## src/rtl/spi_pkg.sv

```systemverilog
// rtl/spi_pkg.sv - shared constants, register map and FSM state type for the SPI register-write link
package spi_pkg;

   localparam int         FRAME_BITS = 16;
   localparam logic       RW_WRITE   = 1'b1;

   // Peripheral register map
   localparam logic [6:0] EN_OUT_7_0  = 7'h00;
   localparam logic [6:0] EN_OUT_15_8 = 7'h01;
   localparam logic [6:0] EN_PWM_7_0  = 7'h02;
   localparam logic [6:0] EN_PWM_15_8 = 7'h03;
   localparam logic [6:0] PWM_DUTY    = 7'h04;

   typedef enum logic [2:0] {
      ST_IDLE,
      ST_SETUP,
      ST_HI,
      ST_LO,
      ST_HOLD,
      ST_GAP
   } spi_ctrl_state_t;

   // Largest of four timing parameters; sizes the shared phase timer
   function automatic int max4(input int a, input int b, input int c, input int d);
      int m;
      m = a;
      if (b > m) m = b;
      if (c > m) m = c;
      if (d > m) m = d;
      return m;
   endfunction

endpackage

```

## src/rtl/spi_sync2.sv

```systemverilog
// rtl/spi_sync2.sv - two-flop synchronizer for the peripheral-to-controller data line
module spi_sync2 (
   input  logic clk,
   input  logic rst_n,
   input  logic d,
   output logic q
);

   logic meta;

   // Two back-to-back flops give the asynchronous input time to settle
   always_ff @(posedge clk or negedge rst_n) begin
      if (!rst_n) begin
         meta <= 1'b0;
         q    <= 1'b0;
      end else begin
         meta <= d;
         q    <= meta;
      end
   end

endmodule

```

## src/rtl/spi_controller.sv

```systemverilog
// rtl/spi_controller.sv - SPI mode-0 initiator for the 16-bit register link; optional read path under SPI_CTRL_READ_EN
module spi_controller
   import spi_pkg::*;
#(
   parameter int CLK_DIV  = 4,
   parameter int CS_SETUP = 4,
   parameter int CS_HOLD  = 4,
   parameter int CS_IDLE  = 4
) (
   input  logic       clk,
   input  logic       rst_n,
   input  logic       req_valid,
   output logic       req_ready,
   input  logic       req_rw,
   input  logic [6:0] req_addr,
   input  logic [7:0] req_wdata,
   output logic       rsp_valid,
   output logic [7:0] rsp_rdata,
   output logic       nCS,
   output logic       SCLK,
   output logic       COPI
`ifdef SPI_CTRL_READ_EN
   ,
   input  logic       CIPO
`endif
);

   // One timer serves every phase, so it is sized for the longest one
   localparam int TMAX = max4(CLK_DIV, CS_SETUP, CS_HOLD, CS_IDLE);
   localparam int TW   = $clog2(TMAX);

   localparam logic [TW-1:0] DIV_LAST   = TW'(CLK_DIV - 1);
   localparam logic [TW-1:0] SETUP_LAST = TW'(CS_SETUP - 1);
   localparam logic [TW-1:0] HOLD_LAST  = TW'(CS_HOLD - 1);
   localparam logic [TW-1:0] IDLE_LAST  = TW'(CS_IDLE - 1);

   if (CLK_DIV < 3) begin : g_bad_clk_div
      $error("spi_controller: CLK_DIV must be at least 3");
   end
   if (CS_SETUP < 3) begin : g_bad_cs_setup
      $error("spi_controller: CS_SETUP must be at least 3");
   end
   if (CS_HOLD < 3) begin : g_bad_cs_hold
      $error("spi_controller: CS_HOLD must be at least 3");
   end
   if (CS_IDLE < 1) begin : g_bad_cs_idle
      $error("spi_controller: CS_IDLE must be at least 1");
   end

   spi_ctrl_state_t         state, state_n;
   logic [TW-1:0]           tmr, tmr_n;
   logic [4:0]              bit_cnt, bit_n;
   // Bits still to be sent after the one currently on COPI, MSB next
   logic [FRAME_BITS-2:0]   shreg, shreg_n;
   logic [FRAME_BITS-1:0]   frame;
   logic                    ncs_q, ncs_n;
   logic                    sclk_q, sclk_n;
   logic                    copi_q, copi_n;
   logic                    rsp_valid_q, rsp_valid_n;

`ifdef SPI_CTRL_READ_EN
   logic       cipo_s;
   logic       rd_frame, rd_frame_n;
   logic [7:0] rd_sh, rd_sh_n;
   logic [7:0] rdata_q, rdata_n;

   spi_sync2 u_cipo_sync (
      .clk   (clk),
      .rst_n (rst_n),
      .d     (CIPO),
      .q     (cipo_s)
   );
`else
   logic unused_rw;
   assign unused_rw = req_rw;
`endif

   assign req_ready = (state == ST_IDLE);
   assign nCS       = ncs_q;
   assign SCLK      = sclk_q;
   assign COPI      = copi_q;
   assign rsp_valid = rsp_valid_q;
`ifdef SPI_CTRL_READ_EN
   assign rsp_rdata = rdata_q;
`else
   assign rsp_rdata = 8'h00;
`endif

   // Next-state decode; pin values are computed here and registered below
   always_comb begin
      state_n     = state;
      tmr_n       = tmr;
      bit_n       = bit_cnt;
      shreg_n     = shreg;
      frame       = '0;
      ncs_n       = ncs_q;
      sclk_n      = sclk_q;
      copi_n      = copi_q;
      rsp_valid_n = 1'b0;
`ifdef SPI_CTRL_READ_EN
      rd_frame_n  = rd_frame;
      rd_sh_n     = rd_sh;
      rdata_n     = rdata_q;
`endif
      case (state)
         ST_IDLE: begin
            if (req_valid) begin
`ifdef SPI_CTRL_READ_EN
               frame      = {req_rw, req_addr, req_rw ? req_wdata : 8'h00};
               rd_frame_n = ~req_rw;
`else
               frame      = {RW_WRITE, req_addr, req_wdata};
`endif
               state_n = ST_SETUP;
               tmr_n   = '0;
               bit_n   = '0;
               ncs_n   = 1'b0;
               copi_n  = frame[FRAME_BITS-1];
               shreg_n = frame[FRAME_BITS-2:0];
            end
         end
         ST_SETUP: begin
            if (tmr == SETUP_LAST) begin
               state_n = ST_HI;
               tmr_n   = '0;
               sclk_n  = 1'b1;
               bit_n   = bit_cnt + 5'd1;
            end else begin
               tmr_n = tmr + 1'b1;
            end
         end
         ST_HI: begin
            if (tmr == DIV_LAST) begin
`ifdef SPI_CTRL_READ_EN
               if (rd_frame && bit_cnt >= 5'd9) begin
                  rd_sh_n = {rd_sh[6:0], cipo_s};
               end
`endif
               tmr_n  = '0;
               sclk_n = 1'b0;
               if (bit_cnt == 5'd16) begin
                  state_n = ST_HOLD;
               end else begin
                  state_n = ST_LO;
                  copi_n  = shreg[FRAME_BITS-2];
                  shreg_n = {shreg[FRAME_BITS-3:0], 1'b0};
               end
            end else begin
               tmr_n = tmr + 1'b1;
            end
         end
         ST_LO: begin
            if (tmr == DIV_LAST) begin
               state_n = ST_HI;
               tmr_n   = '0;
               sclk_n  = 1'b1;
               bit_n   = bit_cnt + 5'd1;
            end else begin
               tmr_n = tmr + 1'b1;
            end
         end
         ST_HOLD: begin
            if (tmr == HOLD_LAST) begin
               state_n     = ST_GAP;
               tmr_n       = '0;
               ncs_n       = 1'b1;
               copi_n      = 1'b0;
               rsp_valid_n = 1'b1;
`ifdef SPI_CTRL_READ_EN
               if (rd_frame) begin
                  rdata_n = rd_sh;
               end
`endif
            end else begin
               tmr_n = tmr + 1'b1;
            end
         end
         ST_GAP: begin
            if (tmr == IDLE_LAST) begin
               state_n = ST_IDLE;
               tmr_n   = '0;
            end else begin
               tmr_n = tmr + 1'b1;
            end
         end
         default: begin
            state_n = ST_IDLE;
            tmr_n   = '0;
         end
      endcase
   end

   // FSM, timers and SPI pin flops; reset drops the frame in flight immediately
   always_ff @(posedge clk or negedge rst_n) begin
      if (!rst_n) begin
         state       <= ST_IDLE;
         tmr         <= '0;
         bit_cnt     <= '0;
         shreg       <= '0;
         ncs_q       <= 1'b1;
         sclk_q      <= 1'b0;
         copi_q      <= 1'b0;
         rsp_valid_q <= 1'b0;
      end else begin
         state       <= state_n;
         tmr         <= tmr_n;
         bit_cnt     <= bit_n;
         shreg       <= shreg_n;
         ncs_q       <= ncs_n;
         sclk_q      <= sclk_n;
         copi_q      <= copi_n;
         rsp_valid_q <= rsp_valid_n;
      end
   end

`ifdef SPI_CTRL_READ_EN
   // Read-path capture: frame direction, incoming byte and the held read data
   always_ff @(posedge clk or negedge rst_n) begin
      if (!rst_n) begin
         rd_frame <= 1'b0;
         rd_sh    <= 8'h00;
         rdata_q  <= 8'h00;
      end else begin
         rd_frame <= rd_frame_n;
         rd_sh    <= rd_sh_n;
         rdata_q  <= rdata_n;
      end
   end
`endif

endmodule

```

## config.mk

```make
export PLATFORM = sky130hd
export DESIGN_NAME = spi_controller
export DESIGN_NICKNAME = d
export VERILOG_FILES = /design/src/rtl/spi_pkg.sv /design/src/rtl/spi_sync2.sv /design/src/rtl/spi_controller.sv
export SDC_FILE = /design/constraint.sdc
export NUM_CORES = 1
export LEC_CHECK = 0
export ABC_AREA = 1
export CAP_MARGIN = 20
export CORE_MARGIN = 4
export CORE_UTILIZATION = 51
export DETAILED_ROUTE_END_ITERATION = 10
export PLACE_DENSITY = 0.79
export SYNTH_ARGS = -nofsm -noshare
export SYNTH_HDL_FRONTEND = slang
export SYNTH_SLANG_ARGS = --single-unit
```

## constraint.sdc

```tcl
create_clock -name clk -period 1.8 [get_ports clk]
set_input_delay 0.36 -clock clk [delete_from_list [all_inputs] [get_ports clk]]
set_output_delay 0.36 -clock clk [all_outputs]
set_load 0.02 [all_outputs]
```

==> impl_metrics.json, run 1 <==
{
  "dp_hpwl_um": 2293,
  "finalNetCount": 270,
  "routedWlPerCell_um": 10.95,
  "port_buffers": 22,
  "wl_um": 3209,
  "antenna_found_initial": 0,
  "finalSetupTns_ps": 0,
  "p_leak_uw": 0.001016,
  "grt_pass1_wl_um": 5478,
  "worst_ep_required_time_ps": 1440,
  "route.vias.total": 1386,
  "grt_max_degree": 30,
  "critPathLaunchType": "register",
  "core_um2": 3053,
  "arrival_ps": 1300,
  "clk_path_buf_depth": 2,
  "path_max_fanout": 2,
  "crit_path_top_delay_cell": "clkdlybuf4s50_1",
  "synth.cell_area_um2": 1617,
  "drt-pass1-iter-count": 4,
  "synth_common_cells": "nand2_1, dfrtp_1, nand3_1",
  "vdd_drop_max_v": 0.0008413,
  "report.final.slew_viol_count": 0,
  "fp.dieW_um": 64.30,
  "finalCriticalPeriod_ps": 1657,
  "end_kind": "primary output",
  "synth_cell_types": 27,
  "max_freq_ghz": 0.6035,
  "ant_nets": 0,
  "synth_top_area_share_pct": 43.34,
  "clkTransAtPathRegs_ps": 80,
  "cts_inserted_buffers": 5,
  "area_growth_syn_to_layout_pct": 18.81,
  "async_flop_share_pct": 100.0,
  "power.density_nw_per_um2": 1546,
  "grt-ovfl-total": 0,
  "rsz0062_at_grt": "no",
  "status": "complete, no violations",
  "ys_seq_area_share_pct": 44.97,
  "synthCells": 219,
  "setup_violations": 0,
  "maxCapViolCount": 0,
  "die-area_um2": 4134,
  "min_path_type": "in -> async",
  "drive_gt1_share_pct": 9.639,
  "cts_sinks": 29,
  "die_y_um": 64.30,
  "diodes": 0,
  "hold_buffers": 0,
  "path_class": "reg -> out",
  "fin_skew_ps": 3.826,
  "synth_edf_count": 0,
  "path_delay_family": "buffers and inverters",
  "routabilityCongestion": 0.7943,
  "first_iter_violations": 90,
  "synthFlopType": "dfrtp_1",
  "track_usage_pct": 17.25,
  "fin_crit_sh_pct": 92.05,
  "grt_pass1_vias": 1298,
  "yosys_warnings": 0,
  "yosysMostFrequentCell": "nand2_1",
  "cts-htree-levels": 2,
  "cts_tree": "yes",
  "synth_top_area_cell": "dfrtp_1",
  "pre_cts_slack_ps": 126.3,
  "avgSynthCellArea_um2": 7.382,
  "start_util_pct": 52.95,
  "path_cells": "clkdlybuf4s50_1",
  "ys_top_cells_by_area": "dfrtp_1, nand2_1, nand3_1",
  "cts_root_buf": "clkbuf_4",
  "critical_path_buf_inv_count": 1,
  "slowest_delay_ps": 610,
  "drc": 0,
  "via_per_inst": 4.730,
  "rows": 20,
  "io_pins": 32,
  "synth_seq_cells": 29,
  "clk_latency_ps": 320,
  "report.final.hold_viol_count": 0,
  "postCtsSetupRepairBufs": 0,
  "finalWorstSetupSlack_ps": 143.1
}
==> cells in the final DEF, fill, tap and decap left out, types with 5 or more instances in the layout <==
cell type	count
clkdlybuf4s50_1	20
inv_1	10
nor2_1	8
o21ai_0	8
nand3_1	21
nand2_1	103
dfrtp_1	28
buf_4	7
conb_1	8
clkbuf_4	5
==> state kept, by name (all words and copies together) (netlist names) <==
signal     count
COPI           1
SCLK           1
bit_cnt        5
nCS            1
rsp_valid      1
shreg         15
state          3
tmr            2
==> power breakdown <==
part	switching [uW]	internal, uW	leakage, uW
clock	205	155	0.0000265
combinational	970	544	0.000625
sequential	173	922	0.000365
==> layer usage <==
layer  GRT usage, %  part of all wire [%]  wire, um
met4          10.03                   2.5        79
met5              0                     0         0
met3          4.218                   3.6       115
met2          25.90                    45      1432
met1          22.44                    49      1582
==> final timing paths <==
check	slack [ps]	endpoint	cells after the start	start
worst max register to register	270	shreg[4]	6	tmr[0]
worst max-delay path	140	SCLK	1	SCLK
worst min-delay path	410	shreg[0]	2	rst_n
max in group asynchronous	1090	nCS	2	rst_n
worst min register to register	480	shreg[3]	2	shreg[3]
min in group clk	480	shreg[3]	2	shreg[3]
==> through the flow <==
step / instances / total power (uW) / hold WS [ps] / instance area [um^2] / util (%)
floorplan: 226 / 2215 / 64.41 / 1643 / -
global placement: 285 / 2577 / 453.9 / 1873 / 61.35
detailed placement: 285 / 2621 / 458.6 / 1873 / 61.35
CTS: 293 / 2993 / 415.8 / 1919 / 62.87
global route: 293 / 3267 / 441.3 / 1921 / 62.91
finish: 293 / 2969 / 410.2 / 1921 / 62.91
==> final cells by class <==
cell class / count / area [um^2]
Fill cell: 309 / 1132
Inverter: 13 / 48.80
Timing Repair Buffer: 29 / 266.5
Sequential cell: 29 / 726.9
Tap cell: 44 / 55.05
Multi-Input combinational cell: 170 / 774.5
Clock buffer: 8 / 48.80
==> timing repair <==
item | CTS | global route
endpoints found under the setup margin | 2 | 1
endpoints found under the hold margin | 0 | 0
gates resized for setup | 2 | 3
==> cells by family after synthesis <==
kind of cell | after synthesis | share of synthesized area, %
buf+inv | 27 | 9.055
compound gates | 15 | 5.728
other cells | 1 | 0.2320
fa+ha+maj | 3 | 2.322
simple gates | 143 | 37.15
xor+xnor | 1 | 0.5419
flops | 29 | 44.97
No activity file was read; power rests on OpenSTA's default activity.
==> inputs of run 2 (changes only) <==
- PLACE_DENSITY: 0.79 -> not set
- PLACE_DENSITY_LB_ADDON: not set -> 0.08
==> impl_metrics.json, run 2 (same netlist as run 1, synthesis figures left out) <==
{
  "end_kind": "primary output",
  "rows": 20,
  "fin_crit_sh_pct": 91.94,
  "worst_ep_required_time_ps": 1440,
  "routedWlPerCell_um": 11.63,
  "hold_buffers": 0,
  "wl_met2_um": 1694,
  "clk_path_buf_depth": 2,
  "highest_layer": "met4",
  "critical_path_buf_inv_count": 1,
  "p_int_uw": 1693,
  "drive_gt1_share_pct": 10.84,
  "vdd_drop_max_v": 0.0007475,
  "setup_violations": 0,
  "clkTransAtPathRegs_ps": 100,
  "whs_ps": 404.5,
  "r2r_start": "state[0]",
  "top_regs": "shreg (15), bit_cnt (5), state (3)",
  "seqPwrFrac_pct": 35.5,
  "die-area_um2": 4134,
  "path_max_fanout": 2,
  "route.vias.total": 1443,
  "cts_inserted_buffers": 5,
  "switchingPower_uw": 1378,
  "core_um2": 3053,
  "report.final.slew_viol_count": 0,
  "track_usage_pct": 18.46,
  "slowest_delay_ps": 600,
  "layout_common_cells": "nand2_1, dfrtp_1, nand3_1",
  "rsz0062_at_grt": "no",
  "fillers": 287,
  "largest_register_ffs": 15,
  "path_cells": "clkdlybuf4s50_1",
  "wl_um": 3409,
  "drc": 0,
  "fp.dieW_um": 64.30,
  "start_util_pct": 52.95,
  "grt_pass1_wl_um": 6016,
  "dp_hpwl_um": 2416,
  "power.density_nw_per_um2": 1585,
  "maxCapViolCount": 0,
  "cts_tree": "yes",
  "grt_max_degree": 30,
  "grt-ovfl-total": 0,
  "port_buffers": 22,
  "p_leak_uw": 0.001030,
  "report.final.hold_viol_count": 0,
  "critPathLaunch": "SCLK",
  "cts_sinks": 29,
  "diodes": 0,
  "grt_pass1_vias": 1459,
  "postCtsSetupRepairBufs": 0,
  "finalNetCount": 270,
  "fin_skew_ps": 10.73,
  "io_pins": 32,
  "crit_path_top_delay_cell": "clkdlybuf4s50_1",
  "max_flop_register": "shreg",
  "final_common_cell": "nand2_1",
  "routabilityCongestion": 0.8471,
  "cts_root_buf": "clkbuf_4",
  "via_per_inst": 4.925,
  "power.share.clock_pct": 14.9,
  "first_iter_violations": 66,
  "max_freq_ghz": 0.6043,
  "dr_wl_met3_um": 170,
  "area_growth_syn_to_layout_pct": 19.81,
  "ant_nets": 0,
  "clk_latency_ps": 330,
  "drt-pass1-iter-count": 4,
  "switching_share_pct": 44.87,
  "finalCriticalPeriod_ps": 1655,
  "arrival_ps": 1290,
  "antenna_found_initial": 0,
  "min_path_type": "in -> async",
  "path_class": "reg -> out",
  "status": "complete, no violations",
  "cts-htree-levels": 2,
  "path_delay_family": "buffers and inverters",
  "critPathLaunchType": "register",
  "die_y_um": 64.30,
  "power_frac_comb_pct": 49.6,
  "wl_met1_um": 1482,
  "finalSetupTns_ps": 0
}
-- run 2: cell types whose count changed in the layout (fill, tap and decap cells not counted) --
| cell | change |
|---|---|
| nor2_2 | +1 |
| nor2_4 | -1 |
| clkbuf_1 | -3 |
| clkinv_2 | +1 |
| clkbuf_8 | +2 |
-- run 2: per-layer routing --
layer / vias up / GRT usage, %
met4: 0 / 8.707
met3: 9 / 5.097
met1: 670 / 19.84
met5: - / 0
li1: 730 / -
met2: 34 / 33.12
-- run 2: cell type report --
| class | count | area (um^2) | share of cell area, % |
|---|---|---|---|
| clock buffers | 7 | 65.06 | 3.359 |
| clock inverters | 1 | 5.005 | 0.2584 |
| inverters | 13 | 48.80 | 2.519 |
| multi-input cells | 170 | 769.5 | 39.73 |
| flip-flops and latches | 29 | 726.9 | 37.53 |
| well taps | 44 | 55.05 | 2.842 |
| repair buffers | 29 | 266.5 | 13.76 |
-- run 2: repair_timing --
item	in CTS	in global routing
setup endpoints to repair	2	1
gates resized for setup	2	2
hold endpoints to repair	0	0
-- run 2: worst paths after layout --
| check | end | slack [ps] | cells after the start |
|---|---|---|---|
| worst min register to register | shreg[14] | 480 | 2 |
| worst max-delay path | SCLK | 150 | 1 |
| max in group asynchronous | nCS | 1070 | 2 |
| min in group clk | shreg[14] | 480 | 2 |
| worst max register to register | shreg[13] | 180 | 7 |
| worst min-delay path | bit_cnt[2] | 400 | 2 |
-- run 2: per-stage QoR --
| step | std cells | total power [uW] | worst slack (ps) | cell area, um^2 | utilization [%] |
|---|---|---|---|---|---|
| 2_1_floorplan | 226 | 2215 | 421.8 | 1643 | - |
| 3_3_place_gp | 285 | 2562 | 145.5 | 1873 | 61.35 |
| 3_5_place_dp | 285 | 2641 | 125.7 | 1873 | 61.35 |
| 4_1_cts | 293 | 3099 | 22.25 | 1941 | 63.57 |
| 5_1_grt | 293 | 3373 | 20.98 | 1937 | 63.44 |
| 6_report | 293 | 3070 | 145.1 | 1937 | 63.44 |
-- run 2: power by group through the flow --
stage	clock network, uW	logic (uW)	registers (uW)
floorplan	0	1110	1100
global placement	0	1480	1080
detailed placement	0	1540	1100
CTS	475	1540	1090
global route	491	1750	1130
finish	457	1520	1090
